$ cat src/rtl/acdc_symbol_coder.sv
`default_nettype none
// ============================================================================
//  Module   : acdc_symbol_coder
//  Purpose  : Turns one block of quantised coefficients (index 0 = DC,
//             1..B-1 = AC in zigzag order) into a stream of
//             (run, size, amplitude) symbols. There is one differential DC
//             symbol, then run-length coded AC symbols with ZRL escapes and
//             an EOB marker. Each channel keeps its own DC predictor.
//  Ports    : clk, rst (async, active-low)
//             start/chan/val_array  - block request, sampled together
//             pred_clr              - zero all DC predictors (idle only)
//             busy, done            - block in progress / completion pulse
//             sym_valid/sym_ready   - symbol handshake
//             sym_dc, sym_run, sym_size, sym_amp, sym_last - symbol fields
//  Revision : 1.0 - initial release
// ============================================================================
module acdc_symbol_coder #(
   parameter int B   = 64,
   parameter int W   = 12,
   parameter int NCH = 3
) (
   input  logic                   clk,
   input  logic                   rst,
   input  logic                   start,
   input  logic [$clog2(NCH)-1:0] chan,
   input  logic                   pred_clr,
   input  logic [B*W-1:0]         val_array,
   output logic                   busy,
   output logic                   sym_valid,
   input  logic                   sym_ready,
   output logic                   sym_dc,
   output logic [3:0]             sym_run,
   output logic [3:0]             sym_size,
   output logic [W-1:0]           sym_amp,
   output logic                   sym_last,
   output logic                   done
);

   localparam int              CW         = $clog2(NCH);
   localparam int              IW         = $clog2(B);
   localparam logic [IW-1:0]   c_idx_last = IW'(B - 1);
   localparam logic [W:0]      c_one      = (W + 1)'(1);

   typedef enum logic [2:0] {
      S_IDLE = 3'd0,
      S_DC   = 3'd1,
      S_SCAN = 3'd2,
      S_EMIT = 3'd3,
      S_EOB  = 3'd4,
      S_FIN  = 3'd5
   } state_t;

   state_t              r_state, w_next;
   logic signed [W-1:0] r_blk  [B];
   logic signed [W-1:0] r_pred [NCH];
   logic [CW-1:0]       r_chan;
   logic [IW-1:0]       r_idx;
   logic [5:0]          r_run;
   // pending symbol, produced by DC/SCAN/EOB and moved to the outputs in EMIT
   logic                r_p_dc, r_p_last;
   logic [3:0]          r_p_run, r_p_size;
   logic [W-1:0]        r_p_amp;
   // output symbol register
   logic                r_valid, r_dc, r_last;
   logic [3:0]          r_orun, r_size;
   logic [W-1:0]        r_amp;

   logic signed [W-1:0] w_pred, w_coef;
   logic signed [W:0]   w_dc_diff, w_ac_val;
   logic [3:0]          w_dc_size, w_ac_size;
   logic                w_coef_zero, w_at_end, w_load, w_accept;

   // bit length of |x|, 0 for x = 0
   function automatic logic [3:0] f_size(input logic signed [W:0] x);
      logic [W:0] mag;
      logic [3:0] s;
      s   = '0;
      mag = x[W] ? -x : x;
      for (int i = 0; i <= W; i++) begin
         if (mag[i]) s = 4'(i + 1);
      end
      return s;
   endfunction

   // negative values are sent as the low size bits of (x - 1)
   function automatic logic [W-1:0] f_amp(input logic signed [W:0] x,
                                          input logic [3:0] sz);
      logic [W:0] t, m;
      t = x[W] ? (x - c_one) : x;
      m = ({{W{1'b0}}, 1'b1} << sz) - c_one;
      return t[W-1:0] & m[W-1:0];
   endfunction

   always_comb begin
      w_pred = '0;
      for (int i = 0; i < NCH; i++) begin
         if (r_chan == CW'(i)) w_pred = r_pred[i];
      end
   end

   assign w_coef      = r_blk[r_idx];
   assign w_dc_diff   = {r_blk[0][W-1], r_blk[0]} - {w_pred[W-1], w_pred};
   assign w_ac_val    = {w_coef[W-1], w_coef};
   assign w_dc_size   = f_size(w_dc_diff);
   assign w_ac_size   = f_size(w_ac_val);
   assign w_coef_zero = (w_coef == '0);
   assign w_at_end    = (r_idx == c_idx_last);
   assign w_accept    = start && ((r_state == S_IDLE) || (r_state == S_FIN));
   // the final symbol must drain before anything else is loaded
   assign w_load      = (r_state == S_EMIT) && !(r_valid && r_last)
                        && (!r_valid || sym_ready);

   always_ff @(posedge clk or negedge rst) begin
      if (!rst) r_state <= S_IDLE;
      else      r_state <= w_next;
   end

   always_comb begin
      w_next = r_state;
      busy   = (r_state != S_IDLE) && (r_state != S_FIN);
      done   = (r_state == S_FIN);
      case (r_state)
         S_IDLE, S_FIN: w_next = start ? S_DC : S_IDLE;
         S_DC:          w_next = S_EMIT;
         S_SCAN: begin
            if (!w_coef_zero)  w_next = S_EMIT;
            else if (w_at_end) w_next = S_EOB;
         end
         S_EOB:         w_next = S_EMIT;
         S_EMIT: begin
            if (r_valid && r_last) begin
               if (sym_ready) w_next = S_FIN;
            end else if (w_load) begin
               w_next = r_p_last ? S_EMIT : S_SCAN;
            end
         end
         default:       w_next = S_IDLE;
      endcase
   end

   // block storage needs no reset: it is only read after a capture
   always_ff @(posedge clk) begin
      if (w_accept) begin
         for (int i = 0; i < B; i++) r_blk[i] <= val_array[i*W +: W];
      end
   end

   always_ff @(posedge clk or negedge rst) begin
      if (!rst) begin
         for (int i = 0; i < NCH; i++) r_pred[i] <= '0;
         r_chan   <= '0;
         r_idx    <= '0;
         r_run    <= '0;
         r_p_dc   <= 1'b0;
         r_p_last <= 1'b0;
         r_p_run  <= '0;
         r_p_size <= '0;
         r_p_amp  <= '0;
         r_valid  <= 1'b0;
         r_dc     <= 1'b0;
         r_last   <= 1'b0;
         r_orun   <= '0;
         r_size   <= '0;
         r_amp    <= '0;
      end else begin
         // a transfer empties the output register unless EMIT refills it
         if (r_valid && sym_ready) r_valid <= 1'b0;
         case (r_state)
            S_IDLE, S_FIN: begin
               // clearing at the capture edge means the DC diff sees pred = 0
               if (pred_clr) begin
                  for (int i = 0; i < NCH; i++) r_pred[i] <= '0;
               end
               if (start) begin
                  r_chan <= chan;
                  r_idx  <= IW'(1);
                  r_run  <= '0;
               end
            end
            S_DC: begin
               r_p_dc   <= 1'b1;
               r_p_last <= 1'b0;
               r_p_run  <= '0;
               r_p_size <= w_dc_size;
               r_p_amp  <= f_amp(w_dc_diff, w_dc_size);
               for (int i = 0; i < NCH; i++) begin
                  if (r_chan == CW'(i)) r_pred[i] <= r_blk[0];
               end
            end
            S_SCAN: begin
               if (w_coef_zero) begin
                  r_run <= r_run + 6'd1;
                  if (!w_at_end) r_idx <= r_idx + IW'(1);
               end else if (r_run >= 6'd16) begin
                  // ZRL escape; the same index is examined again afterwards
                  r_p_dc   <= 1'b0;
                  r_p_last <= 1'b0;
                  r_p_run  <= 4'd15;
                  r_p_size <= '0;
                  r_p_amp  <= '0;
                  r_run    <= r_run - 6'd16;
               end else begin
                  r_p_dc   <= 1'b0;
                  r_p_last <= w_at_end;
                  r_p_run  <= r_run[3:0];
                  r_p_size <= w_ac_size;
                  r_p_amp  <= f_amp(w_ac_val, w_ac_size);
                  r_run    <= '0;
                  if (!w_at_end) r_idx <= r_idx + IW'(1);
               end
            end
            S_EOB: begin
               r_p_dc   <= 1'b0;
               r_p_last <= 1'b1;
               r_p_run  <= '0;
               r_p_size <= '0;
               r_p_amp  <= '0;
            end
            S_EMIT: begin
               if (w_load) begin
                  r_valid <= 1'b1;
                  r_dc    <= r_p_dc;
                  r_last  <= r_p_last;
                  r_orun  <= r_p_run;
                  r_size  <= r_p_size;
                  r_amp   <= r_p_amp;
               end
            end
            default: ;
         endcase
      end
   end

   assign sym_valid = r_valid;
   assign sym_dc    = r_dc;
   assign sym_last  = r_last;
   assign sym_run   = r_orun;
   assign sym_size  = r_size;
   assign sym_amp   = r_amp;

endmodule
`default_nettype wire

$ cat config.mk
export PLATFORM = sky130hd
export DESIGN_NAME = acdc_symbol_coder
export DESIGN_NICKNAME = d
export VERILOG_FILES = /design/src/rtl/acdc_symbol_coder.sv
export SDC_FILE = /design/constraint.sdc
export NUM_CORES = 1
export LEC_CHECK = 0
export BUFFER_PORTS_ARGS = -buffer_cell sky130_fd_sc_hd__buf_2
export CORE_MARGIN = 10
export CORE_UTILIZATION = 40
export DETAILED_ROUTE_END_ITERATION = 12
export GPL_ROUTABILITY_DRIVEN = 0
export PLACE_DENSITY = 0.71
export REMOVE_ABC_BUFFERS = 1
export SLEW_MARGIN = 0
export SYNTH_ARGS = -nofsm -noshare
export SYNTH_HDL_FRONTEND = slang
export SYNTH_SLANG_ARGS = --single-unit
$ cat constraint.sdc
create_clock -name clk -period 52.9 [get_ports clk]
set_clock_uncertainty 0.05 [all_clocks]
set_input_delay 5.29 -clock clk [delete_from_list [all_inputs] [get_ports clk]]
set_output_delay 5.29 -clock clk [all_outputs]
set_load 0.02 [all_outputs]
==> metrics.cfg <==
[synth]
synthDistinctLibCells=98
synth_edf_count=768
synth_area_per_cell_um2=16.9
netlist_top_cells_count=edfxtp_1, mux4_2, nand2_1
yosysWarnings=0
syn_inst=2178
synth_area_um2=36700
synth_top_area_cell=edfxtp_1
synth-seq-area-share_pct=69.5
synth.top_cell.area_share_pct=62.8
ys_seq_elements=866
synthTopCellsByArea=edfxtp_1, mux4_2, dfrtp_1
async_flop_share_pct=11.3
ys.flop_type=edfxtp_1
yosysMostFrequentCell=edfxtp_1

[global_routing]
grt_max_degree=206
gr-total-overflow=0
grt_first_pass_wirelength_um=171000
grt_pass1_vias=24500
grtUsageTotal_pct=22.7
grt_antenna_before_repair=57

[critical_path]
crit_path_max_fanout=83
crit_family=buffers and inverters
cp_slowest_cell=buf_4
startpoint_type=input port
worst-r2r-cell-count=19
end_kind=flip-flop
cpPeakStageDelay_ns=0.90
crit_type=in -> reg
cp_common_cell=buf_4
r2r_end=r_p_amp[6]
path_cells=buf_2 -> and2_4 -> buf_4 -> buf_4 -> buf_4
crit_buf_inv=4
rr_startpoint=r_idx[0]
worstPathRequired_ns=53.16
r2r_setup_slack_ns=45.26
critPathArrivalTime_ns=8.47

[clocking]
cts_buffers=92
post-cts-setup-buffers=0
htreeDepth=3
cts-root-buf=clkbuf_16
hold_buffers=0
clkLatencyLatePin_ns=0.68
cts_tree=yes
clock-sinks=866
clk_path_buf_depth=3
cts-resized-gates=0
path_clk_slew_ns=0.06

[job]
cap_violations=0

[timing]
tns_ns=0
maxSlewHeadroom_pct=17.1
min_period_ns=8.21
min_period_over_period_pct=15.5
slew_violations=0
setup_viol=0
finalHoldViolCount=0
hold_ws_ns=0.431
rsz0062_at_grt=false
worst_slew_pin_slew_ns=1.24
fmax_mhz=122

[worst_hold_path]
min_from=r_pred[18]
hp-class=reg -> reg
whs_path_depth=2
whs_endpoint=r_pred[18]

[pwr]
p_sw_share_pct=35.6
fin_total_pwr_mw=2.26
ir_worst_vdd_mv=0.0359
switching_power_mw=0.805
clockPowerShare_pct=27.9
p_per_area_nw_per_um2=50.3
p_leak_nw=16.7
p_comb_share_pct=35.8
p_int_mw=1.46
pwr-share-seq_pct=36.3

[drt]
drc_errors=0
wl_um=122000
wire_per_inst_um=28.3
vias=23800
drt_iter0_drc=2148
routed_via_density=5.54
ant_nets=0
drtPass1Iterations=7

[cells_and_area]
final_area_um2=45000
drive_above_1_share_pct=39.7
area_growth_pct=22.4
nets=3784

[die]
die_h_um=323
core-area_um2=91400
design.die.area_um2=104000
initial_core_util_pct=40.2
row_count=111
die-width_um=323
num_io_pins=800

[status]
status=finished, final reports clean

[placed_design]
port_buffers=799
dpl.hpwl_um=91900
dpl_cell_area_um2=41900

-- registers in the layout, summed over array words and instances (netlist names) --
signal     count
sym_dc         1
sym_amp       12
r_blk        768
r_idx          6
sym_run        4
sym_last       1
sym_valid      1
sym_size       4
r_pred        36
r_p_run        4
r_p_last       1
r_state        3
r_p_dc         1
r_p_amp       12
r_run          6
r_p_size       4
r_chan         2
-- per-layer routing --
layer  track usage (%)  vias to the layer above  part of all wire (%)
li1                  -                    10400                     -
met1              27.7                    12000                    38
met2              38.7                     1102                    51
met3              5.81                      224                   7.5
met4              8.37                       20                   3.7
met5                 0                        -                  0.10
-- worst max path at each step --
| stage | startpoint | to | slack (ns) | cells after the start |
|---|---|---|---|---|
| 3_5_place_dp | start | r_blk[44][10] | 44.00 | 5 |
| 3_3_place_gp | start | r_blk[46][10] | 44.08 | 5 |
| 5_1_grt | start | r_blk[27][0] | 44.50 | 5 |
| 4_1_cts | start | r_blk[10][3] | 44.76 | 5 |
| 2_1_floorplan | start | r_run[3] | 26.03 | 4 |
| 6_report | start | r_blk[27][0] | 44.69 | 5 |
-- power groups by stage --
stage | combinational, mW | clock (mW) | sequential (mW)
6_report | 0.810 | 0.631 | 0.822
5_1_grt | 0.875 | 0.669 | 0.826
4_1_cts | 0.812 | 0.643 | 0.823
3_5_place_dp | 0.809 | 0 | 0.837
3_3_place_gp | 0.802 | 0 | 0.835
2_1_floorplan | 0.552 | 0 | 0.881
-- kinds of logic after synthesis --
logic type	after synthesis	share of synthesized area [%]
simple gates	442	5.80
fa+ha+maj	20	0.702
flops	866	69.5
xor+xnor	45	1.07
buf+inv	150	2.15
mux	298	13.9
compound gates	357	6.95
-- final cells by class --
type | count | area, um2
tap | 1186 | 1480
antenna | 44 | 110
sequential | 866 | 25500
timing repair buffer | 829 | 4260
multi-input combinational | 1162 | 10500
clock buffer | 111 | 2420
clock inverter | 55 | 542
fill | 7728 | 46400
inverter | 38 | 144
-- stage by stage --
stage	util, %	setup slack, ns	std cells
floorplan	-	26.03	2066
global placement	45.8	44.08	4081
detailed placement	45.8	44.00	4081
CTS	49.1	44.76	4247
global route	49.2	44.50	4283
finish	49.2	44.69	4291
-- cell usage in the layout (no fill, tap or decap), types with 43 or more instances in the layout --
master	netlist	routed
clkbuf_16	0	93
nand2_1	160	160
nor2_1	86	85
buf_2	27	798
nand3_1	51	50
mux4_2	164	164
mux2_2	43	43
mux2i_1	88	88
edfxtp_1	768	768
o21ai_0	87	87
dfrtp_1	98	92
diode_2	0	44
-- worst register-to-register path, stage by stage (launching register included) --
cell and delay, ns:
dfrtp_4 0.96, buf_4 0.56, buf_4 0.74, mux4_2 0.63
mux2i_1 0.16, o221ai_1 0.29, a32oi_1 0.72, ha_1 0.40
clkinv_1 0.30, o41ai_2 0.45, o21ai_0 0.31, and2b_1 0.44
nor3b_4 0.32, nand4_1 0.14, ha_1 0.25, inv_1 0.14
a21oi_2 0.08, a41oi_1 0.21, a211oi_1 0.11, a221o_1 0.26
No activity file was read; power rests on OpenSTA's default activity.
